--- src/rtl/reg_dump_unit.sv ---
// reg_dump_unit
//   Walks an inclusive range of a 32 x 32 register file through its
//   asynchronous read port. Each register goes out as one valid/ready beat.
//   A running XOR checksum covers every beat the consumer accepts.
//
// Ports
//   clk, reset              clock; synchronous active-high reset
//   start, abort            begin a dump (sampled in IDLE) / cancel a dump
//   first_idx, last_idx     inclusive range, latched together with start
//   rf_addr, rf_data        registered read address out, read data back
//   dump_valid/ready        output beat handshake
//   dump_idx/data/last      contents of the current beat
//   busy, done              dump in progress / one-cycle completion pulse
//   checksum                XOR of the beats accepted in the current or last dump
module reg_dump_unit (
   input  logic        clk,
   input  logic        reset,
   input  logic        start,
   input  logic        abort,
   input  logic [4:0]  first_idx,
   input  logic [4:0]  last_idx,
   output logic [4:0]  rf_addr,
   input  logic [31:0] rf_data,
   output logic        dump_valid,
   input  logic        dump_ready,
   output logic [4:0]  dump_idx,
   output logic [31:0] dump_data,
   output logic        dump_last,
   output logic        busy,
   output logic        done,
   output logic [31:0] checksum
);

   localparam logic [1:0] S_IDLE  = 2'd0;
   localparam logic [1:0] S_FETCH = 2'd1;
   localparam logic [1:0] S_SEND  = 2'd2;
   localparam logic [1:0] S_DONE  = 2'd3;

   logic [1:0]  state_q, state_d;
   logic [4:0]  cur_q, cur_d;
   logic [4:0]  last_q, last_d;
   logic [4:0]  rf_addr_q, rf_addr_d;
   logic        dump_valid_q, dump_valid_d;
   logic [4:0]  dump_idx_q, dump_idx_d;
   logic [31:0] dump_data_q, dump_data_d;
   logic        dump_last_q, dump_last_d;
   logic [31:0] checksum_q, checksum_d;

   always_comb begin
      state_d      = state_q;
      cur_d        = cur_q;
      last_d       = last_q;
      rf_addr_d    = rf_addr_q;
      dump_valid_d = dump_valid_q;
      dump_idx_d   = dump_idx_q;
      dump_data_d  = dump_data_q;
      dump_last_d  = dump_last_q;
      checksum_d   = checksum_q;

      case (state_q)
         S_IDLE: begin
            // abort beats start when both are high in IDLE
            if (start && !abort) begin
               checksum_d = '0;
               if (first_idx <= last_idx) begin
                  cur_d     = first_idx;
                  last_d    = last_idx;
                  rf_addr_d = first_idx;
                  state_d   = S_FETCH;
               end else begin
                  // Empty range: finish without emitting any beat
                  state_d = S_DONE;
               end
            end
         end
         S_FETCH: begin
            // Snapshot the register now so later writes cannot change the beat
            dump_data_d  = rf_data;
            dump_idx_d   = cur_q;
            dump_last_d  = (cur_q == last_q);
            dump_valid_d = 1'b1;
            state_d      = S_SEND;
         end
         S_SEND: begin
            if (dump_valid_q && dump_ready) begin
               checksum_d   = checksum_q ^ dump_data_q;
               dump_valid_d = 1'b0;
               if (cur_q == last_q) begin
                  state_d = S_DONE;
               end else begin
                  // cur < last <= 31 here, so the increment cannot wrap
                  cur_d     = cur_q + 5'd1;
                  rf_addr_d = cur_q + 5'd1;
                  state_d   = S_FETCH;
               end
            end
         end
         default: state_d = S_IDLE;  // S_DONE lasts exactly one cycle
      endcase

      // abort overrides any handshake in the same cycle: the beat is dropped
      // and the checksum keeps its partial value
      if (abort && (state_q != S_IDLE)) begin
         state_d      = S_IDLE;
         dump_valid_d = 1'b0;
         checksum_d   = checksum_q;
         cur_d        = cur_q;
         rf_addr_d    = rf_addr_q;
      end
   end

   always_ff @(posedge clk) begin
      if (reset) begin
         state_q      <= S_IDLE;
         cur_q        <= '0;
         last_q       <= '0;
         rf_addr_q    <= '0;
         dump_valid_q <= 1'b0;
         dump_idx_q   <= '0;
         dump_data_q  <= '0;
         dump_last_q  <= 1'b0;
         checksum_q   <= '0;
      end else begin
         state_q      <= state_d;
         cur_q        <= cur_d;
         last_q       <= last_d;
         rf_addr_q    <= rf_addr_d;
         dump_valid_q <= dump_valid_d;
         dump_idx_q   <= dump_idx_d;
         dump_data_q  <= dump_data_d;
         dump_last_q  <= dump_last_d;
         checksum_q   <= checksum_d;
      end
   end

   assign rf_addr    = rf_addr_q;
   assign dump_valid = dump_valid_q;
   assign dump_idx   = dump_idx_q;
   assign dump_data  = dump_data_q;
   assign dump_last  = dump_last_q;
   assign checksum   = checksum_q;
   assign busy       = (state_q != S_IDLE);
   assign done       = (state_q == S_DONE);

endmodule

--- config.mk ---
export PLATFORM = sky130hd
export DESIGN_NAME = reg_dump_unit
export DESIGN_NICKNAME = d
export VERILOG_FILES = /design/src/rtl/reg_dump_unit.sv
export SDC_FILE = /design/constraint.sdc
export NUM_CORES = 1
export LEC_CHECK = 0
export BUFFER_PORTS_ARGS = -buffer_cell sky130_fd_sc_hd__buf_2
export CAP_MARGIN = 20
export CORE_MARGIN = 8
export CORE_UTILIZATION = 44
export CTS_CLUSTER_SIZE = 20
export DETAILED_ROUTE_END_ITERATION = 12
export PLACE_DENSITY = 0.75
export RECOVER_POWER = 50
export SLEW_MARGIN = 20
export SYNTH_ARGS = -nofsm -noshare
export SYNTH_HDL_FRONTEND = slang
export SYNTH_SLANG_ARGS = --single-unit
--- constraint.sdc ---
create_clock -name clk -period 1.8 [get_ports clk]
set_input_delay 0 -clock clk [delete_from_list [all_inputs] [get_ports clk]]
set_output_delay 0 -clock clk [all_outputs]
set_load 0.02 [all_outputs]
==> flow_summary.yaml, run 1 <==
timing:
  slew_headroom_pct: 63.6
  finClkSkew_ns: 0.0105
  rsz0062_at_grt: "yes"
  setup_tns_ns: 0
  timing.final.crit_share_pct: 95.5
  max_freq_ghz: 0.582
  drv_slew: 0
  final.setup.worst_slack_ns: 0.0812
  min_period_ns: 1.72
  setup_viol: 0
  hold_viol: 0
  worst_pin_slew_ns: 0.546
logic_synthesis:
  synthCells: 406
  yosysTopAreaCell: "dfxtp_1"
  ys_seq_area_share_pct: 49.2
  synth_fp_nets: 459
  synth_seq_cells: 83
  async_reset_ff_share_pct: 0
  yosysMostFrequentCell: "nand2_1"
  avgSynthCellArea_um2: 8.32
  synth-edff-count: 0
  synth.area.top_cells: "dfxtp_1 (49%), nand2_1 (12%), xor2_1 (8.3%)"
  ys_types: 36
  yosys_most_used_dff: "dfxtp_1"
  synth_top_area_share_pct: 49.2
  syn_area_mm2: 0.00338
  yosys-top-cells-count: "nand2_1 (112), dfxtp_1 (83), a21oi_1 (43), nor2_1 (40), xor2_1 (32)"
  yosysWarnings: 0
global_routing:
  grt_pass1_wl_um: 15800
  antenna_found_initial: 0
  overflow: 0
  grt_pass1_vias: 3268
  grt_max_degree: 39
  track_usage_pct: 17.4
power_and_ir_drop:
  p_leak_nw: 1.81
  ir_worst_vdd_v: 0.000542
  p_per_area_mw_per_mm2: 815
place:
  preCtsSetupSlack_ns: 0.0137
  gp_congestion: 0.852
  hpwl_um: 6640
  portBuffers: 124
  placed_area_mm2: 0.00417
routing:
  drc: 0
  ant_nets: 0
  drt_iter0_drc: 106
  drt-total-wl_um: 9630
  first_pass_iters: 4
  wire_per_inst_um: 14.3
  vias: 3232
  via_per_inst: 4.79
cts:
  clock_sinks: 83
  clkSlewWorstSetupHoldPaths_ns: 0.08
  root_buffer: "clkbuf_8"
  clock_path_buffers: 2
  cts_buffers: 9
  clk_latency_ns: 0.34
  tritoncts: "yes"
  htree_levels: 3
layout:
  finish.instance_area_mm2: 0.00469
  final_util_pct: 61.9
  area_delta_synth_final_pct: 38.7
  n_antenna_cell: 0
  drive_above_1_share_pct: 15.0
  final_nets: 621
die:
  dieWidth_um: 104
  die_h_um: 104
  core_mm2: 0.00757
  boundaryPins: 125
  start_util_pct: 44.6
  fp.dieArea_mm2: 0.0107
  rows: 32
hold_path:
  hold_class: "primary input to flip-flop"
worst_setup_path:
  worst-path-max-fanout: 9
  worstSetupPathType: "flip-flop to flip-flop"
  startpoint_type: "flip-flop"
  cp_cell_sequence: "buf_4 > nand2b_4 > a211oi_4 > o31ai_4 > or2_4 > a31o_1"
  cp.required_ns: 2.03
  crit_slowest_cell: "a211oi_4"
  cpPeakStageDelay_ns: 0.33
  endpoint_kind: "flip-flop"
  worstPathArrival_ns: 1.95
outcome:
  status: "finished clean"
job:
  drv_cap: 0
-- layout by cell type, fill, tap and decap left out, types with 3 or more instances in the layout --
master and n:
nor2_1 40, a211oi_1 3, a21oi_1 43, xnor2_1 5, buf_2 47, nand2_1 112, and2_1 3, nand3_1 5
or2_2 3, buf_4 8, ha_1 6, dfxtp_1 83, buf_12 3, clkbuf_8 11, dlygate4sd3_1 37, clkbuf_1 78
clkinv_4 3, inv_1 11, mux2i_1 7, nor3_1 3, xor2_1 32
-- final timing paths --
path	slack [ns]	start	end	cells after the start
setup / recovery	0.08	state_q[1]	rf_addr[1]	6
hold / removal	0.02	first_idx[4]	rf_addr[4]	3
hold reg to reg	0.46	dump_idx[3]	dump_idx[3]	2
setup reg to reg	0.08	state_q[1]	rf_addr[1]	6
-- sequential cells by signal, indices dropped and copies added, names as in the netlist --
name and flops:
checksum 32, dump_data 32, dump_idx 5, dump_last 1, dump_valid 1, last_q 5
rf_addr 5, state_q 2
-- critical path, delay by kind of cell (launching register included) --
kind / cells / cell delay (ns)
AOI/OAI and AO/OA: 3 / 0.71
and+or+nand+nor: 2 / 0.43
DFF: 1 / 0.31
buffers and inverters: 1 / 0.16
-- final cells by class --
| cell class | instances | area [µm²] |
|---|---|---|
| clock buffers | 11 | 151 |
| repair buffers | 174 | 1030 |
| flip-flops and latches | 83 | 1660 |
| clock inverters | 5 | 61.3 |
| multi-input cells | 289 | 1610 |
| well taps | 102 | 128 |
| inverters | 11 | 41.3 |
| fillers | 685 | 2880 |
-- kinds of logic (layout without fill, tap and decap cells) --
group | after synthesis | after routing | share of synthesized area (%)
DFF | 83 | 83 | 49.2
AOI/OAI and AO/OA | 62 | 62 | 11.3
adders and majority gates | 6 | 6 | 2.22
muxes | 7 | 7 | 2.07
and+or+nand+nor | 177 | 177 | 21.5
xor gates and xnor gates | 37 | 37 | 9.59
buffers and inverters | 34 | 201 | 4.07
-- where the power goes --
part | internal (W) | switching (W)
combinational | 0.000220 | 0.000299
clock | 0.000722 | 0.000657
sequential | 0.00188 | 0.0000370
-- layer usage --
metal  GRT usage (%)  wire (µm)  up-vias  part of all wire [%]
met5               0          0        -                     0
met4            5.25        150        0                   1.6
met3            5.33        486       12                   5.0
met2            31.0       4780       80                    50
met1            19.4       4210     1505                    44
li1                -          -     1635                     -
-- per-stage QoR --
stage          total power [W]  cells  hold WS (ns)
5_1_grt                0.00401    675        0.0291
4_1_cts                0.00385    675       0.00965
2_1_floorplan          0.00223    406         0.136
6_report               0.00382    675        0.0249
3_5_place_dp           0.00241    622         0.247
3_3_place_gp           0.00241    622         0.241
-- what timing repair did --
action	in CTS	in global routing
setup endpoints to repair	0	8
hold buffers	37	0
setup buffers	0	0
gates resized for setup	0	6
endpoints found under the hold margin	37	0
Power figures use the tool's default switching activity.
==> inputs of run 2 (changes only) <==
Settings changed: BUFFER_PORTS_ARGS -buffer_cell sky130_fd_sc_hd__buf_2 to not set, CORE_UTILIZATION 44 to 45, DONT_BUFFER_PORTS set to 1, PLACE_DENSITY 0.75 to 0.7.
==> run 2 against run 1 <==
Power up 1.2%. Register-to-register slack about the same. Worst hold slack better by 0.032 ns. Setup slack worse by 0.014 ns. Count of clock-buffer cells in the layout down 1. First-iteration DRC count up 6.6%. Clock power up 5%. Clock skew down 0.0017 ns. Global-route usage up 1.2 points.
==> flow_summary.yaml, run 2 (synthesized netlist as in run 1, its figures left out) <==
place:
  dpl.cell_count: 497
  preCtsSetupSlack_ns: 0.0243
  gp_congestion: 0.817
  placed_area_mm2: 0.00356
  hpwl_um: 6270
  portBuffers: 0
hold_path:
  hold_class: "primary input to flip-flop"
timing:
  max_freq_ghz: 0.577
  worst_pin_slew_ns: 0.546
  drv_slew: 0
  final.setup.worst_slack_ns: 0.0667
  min_period_ns: 1.73
  slew_headroom_pct: 63.6
  rsz0062_at_grt: "no"
  setup_tns_ns: 0
  hold_viol: 0
  finClkSkew_ns: 0.00882
  timing.final.crit_share_pct: 96.3
  setup_viol: 0
worst_setup_path:
  crit_path_start: "state_q[1]"
  cp.required_ns: 2.09
  worstSetupPathType: "flip-flop to flip-flop"
  cp-endpoint: "dump_data[14]"
  r2r_slack_ns: 0.07
  endpoint_kind: "flip-flop"
  worstPathArrival_ns: 2.02
  rr_startpoint: "state_q[1]"
  worst-path-max-fanout: 18
  r2r_cells: 7
  startpoint_type: "flip-flop"
  regToRegEndpoint: "dump_data[14]"
cts:
  cts_buffers: 9
  clock_path_buffers: 2
  clk_latency_ns: 0.34
  tritoncts: "yes"
  root_buffer: "clkbuf_8"
  clkSlewWorstSetupHoldPaths_ns: 0.09
  htree_levels: 3
  clock_sinks: 83
routing:
  ant_nets: 0
  vias: 2923
  drt-total-wl_um: 10100
  drt_iter0_drc: 113
  drc: 0
  via_per_inst: 5.07
  wire_per_inst_um: 17.6
  first_pass_iters: 4
global_routing:
  antenna_found_initial: 0
  grt_pass1_vias: 3015
  grt_pass1_wl_um: 15200
  track_usage_pct: 18.6
  overflow: 0
  grt_max_degree: 51
die:
  dieWidth_um: 103
  boundaryPins: 125
  rows: 31
  start_util_pct: 46.6
  core_mm2: 0.00725
  fp.dieArea_mm2: 0.0105
  die_h_um: 103
layout:
  final_cell_mix: "nand2_1 (111), dfxtp_1 (82), dlygate4sd3_1 (56)"
  layout_commonest_cell: "nand2_1"
  seq_area_mm2: 0.00166
  finish.instance_area_mm2: 0.00444
  multi_input_area_mm2: 0.00160
  final_nets: 524
  fill_cells: 621
  area_delta_synth_final_pct: 31.4
  fin_cells: 577
  drive_above_1_share_pct: 8.61
power_and_ir_drop:
  intPower_w: 0.00288
  power_switching_share_pct: 25.6
  p_per_area_mw_per_mm2: 870
  p_leak_nw: 1.68
  p_comb_share_pct: 11.5
  clkPwrFrac_pct: 37.6
  ir_worst_vdd_v: 0.000439
  p_seq_share_pct: 50.9
  p_sw_w: 0.000989
job:
  drv_cap: 0
outcome:
  status: "finished clean"
[run 2: layout make-up]
class	count	area share (%)
Multi-Input combinational cell	289	36.1
Sequential cell	83	37.4
Clock buffer	10	2.87
Inverter	11	0.930
Tap cell	99	2.79
Antenna cell	2	0.113
Clock inverter	6	2.03
Timing Repair Buffer	77	17.8
[run 2: power groups by stage]
stage	logic, W	registers, W	clock network [W]
global route	0.000486	0.00198	0.00157
global placement	0.000291	0.00201	0
detailed placement	0.000301	0.00201	0
floorplan	0.000220	0.00201	0
finish	0.000444	0.00197	0.00145
CTS	0.000417	0.00197	0.00149
[run 2: worst min-delay path by stage]
stage | startpoint | to | slack (ns) | depth (start not counted)
final | first_idx[1] | rf_addr[1] | 0.06 | 3
after global routing | reset | checksum[15] | 0.06 | 3
after CTS | first_idx[1] | rf_addr[1] | 0.03 | 3
after detailed placement | reset | dump_idx[4] | 0.08 | 1
after global placement | reset | dump_idx[4] | 0.08 | 1
after floorplan | rf_data[0] | dump_data[0] | 0.14 | 2
[run 2: routing by layer]
layer | vias to the layer above | wire, µm | global-route usage [%]
met1 | 1351 | 3780 | 18.6
met5 | - | 0 | 0
met2 | 112 | 5310 | 33.9
li1 | 1444 | - | -
met3 | 16 | 885 | 6.62
met4 | 0 | 161 | 8.24
[run 2: worst max-delay path, stage by stage, from the launching register on]
cell           delay, ns
dfxtp_2             0.36
buf_4               0.15
inv_1               0.10
nand2_4             0.10
buf_12              0.15
nand2_1             0.06
a21oi_1             0.17
dlygate4sd3_1       0.58
[run 2: what timing repair did]
item                                   in CTS  in global routing
endpoints found under the hold margin      51                  0
gates resized for setup                     0                  6
buffers inserted                            0                  3
setup endpoints to repair                   0                 16
hold buffers                               57                  0
[run 2: per-stage QoR]
step	util (%)	power (W)	hold slack (ns)
floorplan	-	0.00223	0.136
global placement	49.1	0.00230	0.0757
detailed placement	49.1	0.00231	0.0777
CTS	60.1	0.00387	0.0308
global route	61.2	0.00403	0.0558
finish	61.2	0.00386	0.0566
==> inputs of run 3 (changes only) <==
Settings changed: ABC_AREA set to 1.
Clock period 1.8 ns to 1.45 ns, I/O delays scaled along.
==> run 3 against run 2 <==
The flow now finishes with violations (negative setup slack). Sequential share of layout area shrank 1.3 points. Non-clock buffer count grew 7. Power grew 150%. Flip-flop and latch count is the same. Synthesized area grew 2.1%. Synthesized cell count grew 13%. Sequential power grew 120%. Global-route usage shrank 0.36 points. Die area grew 1.8%. Critical path depth grew 3. Largest power group unchanged.
==> flow_summary.yaml, run 3 <==
layout:
  drive_above_1_share_pct: 15.8
  layout_commonest_cell: "dfxtp_1"
  final_nets: 586
  finish.instance_area_mm2: 0.00462
  final_cell_mix: "dfxtp_1 (79), nor2_1 (78), nand2_1 (58)"
  n_antenna_cell: 0
  area_delta_synth_final_pct: 33.9
timing:
  setup_viol: 10
  timing.final.crit_share_pct: 102
  slew_headroom_pct: 72.9
  min_period_ns: 1.49
  rsz0062_at_grt: "yes"
  drv_slew: 0
  worst_pin_slew_ns: 0.406
  max_freq_ghz: 0.673
  finClkSkew_ns: 0.0145
  hold_viol: 0
  final.setup.worst_slack_ns: -0.0355
  setup_tns_ns: -0.129
logic_synthesis:
  yosysTopAreaCell: "dfxtp_1"
  synthCells: 457
  yosys_most_used_dff: "dfxtp_1"
  ys_types: 27
  synth_seq_cells: 83
  synth.area.top_cells: "dfxtp_1 (48%), nor2_1 (8.8%), o21ai_0 (8.0%)"
  async_reset_ff_share_pct: 0
  ys_seq_area_share_pct: 48.2
  synth_top_area_share_pct: 48.2
  synth_fp_nets: 510
  yosysWarnings: 0
  yosys-top-cells-count: "dfxtp_1 (83), nor2_1 (81), nand2_1 (60), o21ai_0 (55), a21oi_1 (46)"
  syn_area_mm2: 0.00345
  synth-edff-count: 0
  yosysMostFrequentCell: "dfxtp_1"
  avgSynthCellArea_um2: 7.55
die:
  die_h_um: 104
  rows: 32
  dieWidth_um: 104
  boundaryPins: 125
  fp.dieArea_mm2: 0.0107
  core_mm2: 0.00757
  start_util_pct: 45.6
worst_setup_path:
  regToRegEndpoint: "checksum[2]"
  worstSetupPathType: "flip-flop to flip-flop"
  crit_cells: 10
  crit_path_start: "state_q[1]"
  startpoint_type: "flip-flop"
  rr_startpoint: "state_q[1]"
  cp-endpoint: "checksum[2]"
  cp_cell_sequence: "buf_6 > nand2_4 > inv_4 > nand2_4 > nand2_4 > nor2_8 > buf_12 > nand2_2 > or2_0 > a21oi_1"
  r2r_cells: 10
  r2r_slack_ns: -0.04
  worst-path-max-fanout: 8
  crit_slowest_cell: "dfxtp_4"
  worstPathArrival_ns: 1.77
  endpoint_kind: "flip-flop"
  cpPeakStageDelay_ns: 0.37
  cp.required_ns: 1.73
  cpLargestDelayFamily: "simple AND/OR/NAND/NOR gates"
  critical_path_buf_inv_count: 3
  cpMostUsedCell: "nand2_4"
place:
  gp_congestion: 0.833
  hpwl_um: 6870
  placed_area_mm2: 0.00373
  portBuffers: 0
power_and_ir_drop:
  p_per_area_mw_per_mm2: 2070
  ir_worst_vdd_v: 0.000937
  p_leak_nw: 2.04
global_routing:
  overflow: 0
  grt_max_degree: 26
  track_usage_pct: 18.2
  grt_pass1_vias: 3286
  grt_pass1_wl_um: 16100
  antenna_found_initial: 0
cts:
  clk_latency_ns: 0.35
  tritoncts: "yes"
  htree_levels: 3
  cts_buffers: 9
  clock_path_buffers: 2
  root_buffer: "clkbuf_8"
  clkSlewWorstSetupHoldPaths_ns: 0.08
  clock_sinks: 83
routing:
  via_per_inst: 5.15
  first_pass_iters: 4
  wire_per_inst_um: 16.0
  drc: 0
  drt_iter0_drc: 106
  vias: 3297
  drt-total-wl_um: 10300
  ant_nets: 0
hold_path:
  hold_class: "primary input to flip-flop"
  min_from: "reset"
outcome:
  status: "finished, violations left"
  violations: "negative setup slack"
job:
  drv_cap: 0
==> run 3: logic make-up (layout without fill, tap and decap cells) <==
logic type,count (synthesis),after routing,synth area share (%)
compound gates,104,104,15.3
xor+xnor,3,3,0.762
fa+ha+maj,6,6,2.18
buf+inv,60,140,7.03
flops,83,83,48.2
simple gates,201,202,26.6
==> run 3: layer usage <==
metal | track usage, % | vias up | part of all wire [%]
met1 | 19.7 | 1494 | 39
li1 | - | 1650 | -
met5 | 0 | - | 0
met3 | 7.37 | 21 | 9.8
met2 | 30.8 | 132 | 48
met4 | 7.76 | 0 | 2.4
==> run 3: tightest hold or removal path: stages <==
cell     delay (ns)
inv_1          0.17
o21ai_0        0.13
nor2_1         0.05
==> run 3: worst min-delay path by stage <==
stage                     slack (ns)  depth (start not counted)            end
after global placement          0.07                          1      last_q[4]
after detailed placement        0.07                          1      last_q[4]
final                           0.05                          3   dump_data[8]
after floorplan                 0.07                          1      last_q[4]
after global routing            0.07                          3  dump_data[11]
after CTS                      -0.13                          3     state_q[1]
==> run 3: through the flow <==
stage	cells	util (%)	hold WS (ns)	total power [W]	setup slack [ns]
after floorplan	457	-	0.0691	0.00604	0.0112
after detailed placement	567	49.3	0.0746	0.00705	-0.0716
after CTS	632	59.2	-0.134	0.00930	-0.0400
final	640	61.1	0.0530	0.00957	-0.0355
after global routing	640	61.1	0.0747	0.0102	-0.134
after global placement	567	49.3	0.0731	0.00695	0.0235
==> run 3: cell type report <==
| class | instances | area (µm²) |
|---|---|---|
| fill | 650 | 2950 |
| clock inverter | 5 | 60.1 |
| sequential | 83 | 1670 |
| inverter | 40 | 155 |
| timing repair buffer | 84 | 847 |
| multi-input combinational | 315 | 1620 |
| clock buffer | 11 | 141 |
| tap | 102 | 128 |
==> run 3: power by group <==
part | total (W) | switching (W) | internal [W]
Clock | 0.00167 | 0.000823 | 0.000850
Sequential | 0.00432 | 0.00136 | 0.00297
Combinational | 0.00358 | 0.00198 | 0.00160
==> run 3: repair_timing <==
action                                  4_1_cts  5_1_grt
gates cloned                                  2        2
hold buffers                                 43        1
endpoints found under the setup margin       18       42
setup buffers                                 4        5
pin swaps                                     2       16
endpoints found under the hold margin        45        2
resized for setup                             6       34
